### src/rtl/ni_output_unit_mc.sv
// NI output unit, multi-channel: per-source FIFOs, round-robin arbitration under
// credit flow control toward the router local port, and a drain-then-FIN sequence.
//
// state    | meaning
// ---------+-------------------------------------------------------------
// IDLE     | normal operation, sources may push
// DRAIN    | fin_comp seen; pushes blocked, queued flits still leave
// SEND_FIN | FIFOs empty; waiting for a credit to emit the FIN flit
module ni_output_unit_mc #(
  parameter int DATA_W     = 16,
  parameter int ADDR_W     = 6,
  parameter int NUM_CH     = 2,
  parameter int FIFO_DEPTH = 4,
  parameter int CREDIT_MAX = 4,
  parameter int FIN_DEST   = 0,
  localparam int CH_W      = (NUM_CH > 1) ? $clog2(NUM_CH) : 1,
  localparam int FLIT_W    = 1 + CH_W + ADDR_W + DATA_W
) (
  input  logic                     clk,
  input  logic                     rst,
  input  logic [5:0]               PE_IDX,
  input  logic [NUM_CH-1:0]        src_valid,
  output logic [NUM_CH-1:0]        src_ready,
  input  logic [NUM_CH*ADDR_W-1:0] src_addr,
  input  logic [NUM_CH*DATA_W-1:0] src_data,
  input  logic                     fin_comp,
  input  logic                     downstream_credit,
  output logic                     out_data_valid,
  output logic [FLIT_W-1:0]        out_data,
  output logic                     router_rdy,
  output logic                     fin_busy,
  output logic                     credit_err
);

  localparam int PTR_W = $clog2(FIFO_DEPTH);
  localparam int CNT_W = PTR_W + 1;
  localparam int CRD_W = $clog2(CREDIT_MAX + 1);
  localparam int ENT_W = ADDR_W + DATA_W;

  typedef enum logic [1:0] {
    IDLE     = 2'd0,
    DRAIN    = 2'd1,
    SEND_FIN = 2'd2
  } state_e;

  state_e state_q, state_d;

  logic [ENT_W-1:0]  mem_q    [NUM_CH][FIFO_DEPTH];
  logic [PTR_W-1:0]  wr_ptr_q [NUM_CH];
  logic [PTR_W-1:0]  rd_ptr_q [NUM_CH];
  logic [CNT_W-1:0]  cnt_q    [NUM_CH];

  logic [NUM_CH-1:0] full, empty, push, pop;
  logic              all_empty;

  logic [CH_W-1:0]   rr_q, rr_d;
  logic [CH_W-1:0]   grant;
  logic              grant_vld;
  logic [ENT_W-1:0]  head_sel;

  logic [CRD_W-1:0]  credit_q, credit_d;
  logic              credit_err_q, credit_err_d;
  logic              out_valid_q, out_valid_d;
  logic [FLIT_W-1:0] out_data_q, out_data_d;

  logic              send_data, send_fin, send_any;
  logic [DATA_W-1:0] fin_payload;

  assign src_ready      = ~full & {NUM_CH{state_q == IDLE}};
  assign all_empty      = &empty;
  assign fin_payload    = DATA_W'(PE_IDX);
  assign router_rdy     = (credit_q != '0);
  assign fin_busy       = (state_q != IDLE);
  assign credit_err     = credit_err_q;
  assign out_data_valid = out_valid_q;
  assign out_data       = out_data_q;

  // SEND_FIN is only reached with every FIFO empty, so data never competes with FIN.
  assign send_data = grant_vld && (credit_q != '0) && (state_q != SEND_FIN);
  assign send_any  = send_data || send_fin;

  always_comb begin
    for (int i = 0; i < NUM_CH; i++) begin
      full[i]  = (cnt_q[i] == CNT_W'(FIFO_DEPTH));
      empty[i] = (cnt_q[i] == '0);
      push[i]  = src_valid[i] && src_ready[i];
      pop[i]   = send_data && (grant == CH_W'(i));
    end
  end

  // Round-robin: channels above the pointer first, then wrap to those at or below it.
  always_comb begin
    grant_vld = 1'b0;
    grant     = rr_q;
    for (int j = 0; j < NUM_CH; j++) begin
      if (!grant_vld && !empty[j] && (j > int'(rr_q))) begin
        grant_vld = 1'b1;
        grant     = CH_W'(j);
      end
    end
    for (int j = 0; j < NUM_CH; j++) begin
      if (!grant_vld && !empty[j] && (j <= int'(rr_q))) begin
        grant_vld = 1'b1;
        grant     = CH_W'(j);
      end
    end
    head_sel = '0;
    for (int j = 0; j < NUM_CH; j++) begin
      if (grant == CH_W'(j)) begin
        head_sel = mem_q[j][rd_ptr_q[j]];
      end
    end
  end

  always_comb begin
    state_d     = state_q;
    send_fin    = 1'b0;
    out_valid_d = 1'b0;
    out_data_d  = out_data_q;
    rr_d        = rr_q;
    case (state_q)
      IDLE: begin
        if (fin_comp) state_d = DRAIN;
      end
      DRAIN: begin
        if (all_empty && !send_data) state_d = SEND_FIN;
      end
      SEND_FIN: begin
        if (credit_q != '0) begin
          send_fin = 1'b1;
          state_d  = IDLE;
        end
      end
      default: state_d = IDLE;
    endcase
    if (send_data) begin
      out_valid_d = 1'b1;
      out_data_d  = {1'b0, grant, head_sel};
      rr_d        = grant;
    end else if (send_fin) begin
      out_valid_d = 1'b1;
      out_data_d  = {1'b1, CH_W'(0), ADDR_W'(FIN_DEST), fin_payload};
    end
  end

  // A return that coincides with a send cancels out; a surplus return at full is an error.
  always_comb begin
    credit_d     = credit_q;
    credit_err_d = credit_err_q;
    if (send_any && !downstream_credit) begin
      credit_d = credit_q - CRD_W'(1);
    end else if (!send_any && downstream_credit) begin
      if (credit_q == CRD_W'(CREDIT_MAX)) begin
        credit_err_d = 1'b1;
      end else begin
        credit_d = credit_q + CRD_W'(1);
      end
    end
  end

  always_ff @(posedge clk or negedge rst) begin
    if (!rst) begin
      state_q      <= IDLE;
      rr_q         <= CH_W'(NUM_CH - 1);
      credit_q     <= CRD_W'(CREDIT_MAX);
      credit_err_q <= 1'b0;
      out_valid_q  <= 1'b0;
      out_data_q   <= '0;
    end else begin
      state_q      <= state_d;
      rr_q         <= rr_d;
      credit_q     <= credit_d;
      credit_err_q <= credit_err_d;
      out_valid_q  <= out_valid_d;
      out_data_q   <= out_data_d;
    end
  end

  always_ff @(posedge clk or negedge rst) begin
    if (!rst) begin
      for (int i = 0; i < NUM_CH; i++) begin
        wr_ptr_q[i] <= '0;
        rd_ptr_q[i] <= '0;
        cnt_q[i]    <= '0;
      end
    end else begin
      for (int i = 0; i < NUM_CH; i++) begin
        if (push[i]) wr_ptr_q[i] <= wr_ptr_q[i] + PTR_W'(1);
        if (pop[i])  rd_ptr_q[i] <= rd_ptr_q[i] + PTR_W'(1);
        if (push[i] && !pop[i]) begin
          cnt_q[i] <= cnt_q[i] + CNT_W'(1);
        end else if (pop[i] && !push[i]) begin
          cnt_q[i] <= cnt_q[i] - CNT_W'(1);
        end
      end
    end
  end

  // Storage needs no reset: the counters alone decide what is valid.
  always_ff @(posedge clk) begin
    for (int i = 0; i < NUM_CH; i++) begin
      if (push[i]) begin
        mem_q[i][wr_ptr_q[i]] <= {src_addr[i*ADDR_W +: ADDR_W], src_data[i*DATA_W +: DATA_W]};
      end
    end
  end

endmodule

### config.mk
export PLATFORM = sky130hd
export DESIGN_NAME = ni_output_unit_mc
export DESIGN_NICKNAME = d
export VERILOG_FILES = /design/src/rtl/ni_output_unit_mc.sv
export SDC_FILE = /design/constraint.sdc
export NUM_CORES = 1
export LEC_CHECK = 0
export CAP_MARGIN = 10
export CORE_MARGIN = 3
export CORE_UTILIZATION = 55
export DETAILED_ROUTE_END_ITERATION = 8
export HOLD_SLACK_MARGIN = 0.1
export PLACE_DENSITY = 0.77
export SETUP_SLACK_MARGIN = 0.02
export SYNTH_ARGS = -nofsm -noshare
export SYNTH_HDL_FRONTEND = slang
export SYNTH_SLANG_ARGS = --single-unit
### constraint.sdc
create_clock -name clk -period 3.09 [get_ports clk]
set_clock_uncertainty 0.2 [all_clocks]
set_input_delay 0.618 -clock clk [delete_from_list [all_inputs] [get_ports clk]]
set_output_delay 0.618 -clock clk [all_outputs]
set_load 0.1 [all_outputs]
==> key figures <==
Synthesis
  • Post-synthesis mux area share: 0.120
  • Post-Synth Simple-Gate Area: 0.0367
  • Synth Area in Compound Gates: 0.0447
  • Post-Syn Nets: roughly 530
  • FF+latch count, synth: between 200 and 250
  • Xor and xnor area share after synthesis: 0.0130
  • Mean area per synthesized cell: approximately 19 um2
  • Synthesis warning total: 0
  • Post-Syn Instances: 454
  • Mapped cell area: between 0.008 and 0.009 mm2
  • Largest family of logic cells by synthesized area: multiplexers
  • Adder-cell share of the synthesized area: 0.0243
  • Seq/Total Area, Yosys: 0.744
  • Netlist cell types: 41

STA
  • Final period util: 0.881
  • Slew HR: 0.455
  • Fin Setup TNS: 0 ns
  • Hold Fails Final Rpt: 0
  • Final Max Tran Viols: 0
  • Unrepaired setup endpoints after global routing: no
  • Post-route minimum period: 2.72 ns
  • Setup violators final: 0
  • Worst slew pin tran: 0.818 ns
  • Peak Freq: 0.367 GHz

Detailed routing
  • Initial drt markers: around 310
  • DR DRC count: 0
  • Detailed Routing Iterations Pass 1: 5
  • Vias: roughly 4500
  • Drt wl/cell: around 22 um
  • Post-Route WL: 17200 um
  • Routed vias/inst: about 5.7
  • ANT nets after route: 0

GRT
  • Initial antenna violation count: 0
  • Grt total ovfl: 0
  • GRT Util Overall: 0.204
  • Largest net degree at the start of global routing: 38
  • Global-route wire length before repair: 27400 um
  • Vias in the first global route: 4869

Critical path
  • Critical Path End Type: flip-flop
  • Critical path class: flip-flop to flip-flop
  • WP data required: 3.32 ns
  • Crit path DAT: 2.95 ns
  • CP max-delay cell: dfrtp_1
  • Critical path, cell by cell: nor2b_1 -> o31a_1 -> ha_1 -> inv_1 -> fa_1 -> nor2_1 -> o21ai_0 -> a21oi_1 -> a21oi_1
  • Crit path largest cell delay: about 0.44 ns
  • Worst-path maximum fanout: 9
  • Most common cell on crit path: a21oi_1
  • Critical path startpoint category: flip-flop

Hold path
  • Worst Hold Class: flip-flop to flip-flop

Clock tree
  • Clk slew on worst S/H paths: about 0.060 ns
  • Total CTS buffers: 22
  • H-Tree Depth: 1
  • CTS sink cnt: 222
  • Clk Tree Root Cell: clkbuf_16
  • Post-CTS setup buffers: 0
  • CTS Buffer Depth: 3
  • Clock latency on the worst-skew pair: around 0.50 ns
  • CTS tree: done

Cells and area
  • Fin cells: just under 800
  • Fin nets: 636
  • Share of cells above drive strength 1: 0.255
  • Commonest non-fill, non-tap cell in the layout: edfxtp_1
  • Most frequent cells in the layout: edfxtp_1, clkdlybuf4s50_1, buf_4, mux4_2, dfrtp_1
  • Fill cells: just over 1000
  • Antenna diode count: 0
  • P&R area growth vs syn: 21.1%

Floorplanning
  • Core box area: 0.0153 mm2
  • Ports: 86
  • Num rows: 45
  • Die Y-Extent: 131 um
  • Die footprint: 0.0173 mm2
  • Die width: 131 um
  • Initial Util: 0.565

Placement
  • DP HPWL: approximately 11000 um
  • Gpl congestion: 0.781
  • DP Cell Count: between 700 and 800
  • Port-buffer cells: 85

Pwr
  • Power Density: roughly 1000 mW/mm2
  • Pleak: 3.76 nW
  • VDD IR max: around 620 uV

Run
  • Max-cap violations: 0

Outcome
  • Status: completed
==> where the power goes <==
| part | leakage, nW | switching (mW) | internal [mW] |
|---|---|---|---|
| Sequential | 2.12 | 0.389 | 3.65 |
| Combinational | 1.29 | 2.73 | 1.47 |
| Clock | 0.351 | 1.04 | 1.49 |
==> state kept, by name, summed over array words and instances (netlist names) <==
register        count
cnt_q               6
out_data           24
state_q             2
rd_ptr_q            4
out_data_valid      1
mem_q             176
rr_q                1
credit_err          1
credit_q            3
wr_ptr_q            4
==> final cells by class <==
type / count / area (um2) / area share
sequential: 222 / 6440 / 0.615
multi-input combinational: 199 / 2100 / 0.200
timing repair buffer: 105 / 923 / 0.0881
clock buffer: 30 / 622 / 0.0593
tap: 211 / 264 / 0.0252
clock inverter: 10 / 73.8 / 0.00704
inverter: 15 / 60.1 / 0.00573
==> logic make-up (layout without fill, tap and decap cells) <==
| kind of cell | count (synthesis) | in the layout |
|---|---|---|
| compound gates | 54 | 54 |
| xor+xnor | 12 | 12 |
| fa+ha+maj | 15 | 15 |
| buf+inv | 33 | 160 |
| flops | 222 | 222 |
| mux | 48 | 48 |
| simple gates | 70 | 70 |
==> timing repair <==
item / CTS / global route
endpoints found under the hold margin: 9 / 0
hold buffers: 1 / 0
gates resized for setup: 0 / 0
==> cells in the mapped netlist (all sizes together) <==
library cell	count	area, um2
a2111oi	1	27.5
a211oi	1	7.51
a21oi	18	93.8
a22oi	22	170
a311o	1	10.0
a31oi	2	12.5
a41o	1	10.0
a41oi	1	8.76
and2	2	12.5
and3	8	50.1
buf	14	82.6
clkbuf	4	15.0
dfrtp	44	1100
dfstp	2	52.6
edfxtp	176	5290
fa	3	60.1
ha	12	150
inv	15	56.3
mux2	4	45.0
mux4	44	991
nand2	38	145
nand2b	2	12.5
nor2	14	52.6
nor2b	1	6.26
nor3	2	15.0
o2111a	1	11.3
o21ai	4	20.0
o22ai	1	6.26
o31a	1	8.76
or2	1	6.26
or3	2	17.5
xnor2	6	60.1
xor2	6	52.6
==> per-stage QoR <==
| step | hold slack (ns) | util | cell area [um2] | setup slack (ns) | power (mW) |
|---|---|---|---|---|---|
| 6_report | 0.270 | 0.684 | 10500 | 0.368 | 10.8 |
| 5_1_grt | 0.292 | 0.684 | 10500 | 0.204 | 11.3 |
| 4_1_cts | 0.275 | 0.684 | 10500 | 0.392 | 10.9 |
| 3_5_place_dp | 0.260 | 0.638 | 9770 | 0.254 | 8.33 |
| 3_3_place_gp | 0.252 | 0.638 | 9770 | 0.393 | 8.21 |
| 2_1_floorplan | 0.122 | - | 8690 | 0.0323 | 7.26 |
==> worst max-delay path, delay by kind of cell, from the launching register on <==
| kind | cells | cell delay (ns) |
|---|---|---|
| flip-flops | 1 | 0.44 |
| AO/OA/AOI/OAI | 4 | 0.77 |
| buffers and inverters | 1 | 0.09 |
| adder cells (fa/ha/maj) | 2 | 0.65 |
| AND/OR/NAND/NOR | 2 | 0.48 |
==> final timing paths <==
| check | to | cells after the start | slack [ns] | start |
|---|---|---|---|---|
| min reg2reg | out_data[16]$_DFFE_PN0N_ | 2 | 0.27 | out_data[16]$_DFFE_PN0N_ |
| max reg2reg | credit_q[2]$_DFFE_PN1P_ | 9 | 0.37 | state_q[0]$_DFFE_PN0P_ |
| min | out_data[16]$_DFFE_PN0N_ | 2 | 0.27 | out_data[16]$_DFFE_PN0N_ |
| max | credit_q[2]$_DFFE_PN1P_ | 9 | 0.37 | state_q[0]$_DFFE_PN0P_ |
| max in group asynchronous | rr_q$_DFFE_PN1P_ | 3 | 1.52 | rst |
| min in group asynchronous | rd_ptr_q[1]$_DFFE_PN0P_ | 2 | 0.35 | rst |
==> metal layers <==
layer,vias to the layer above,GRT usage,wire (um)
met5,-,0,0
met4,0,0.0595,316
met3,27,0.0429,1210
met2,181,0.340,8730
met1,2332,0.277,6920
li1,2001,-,-
No activity file was read; power rests on OpenSTA's default activity.
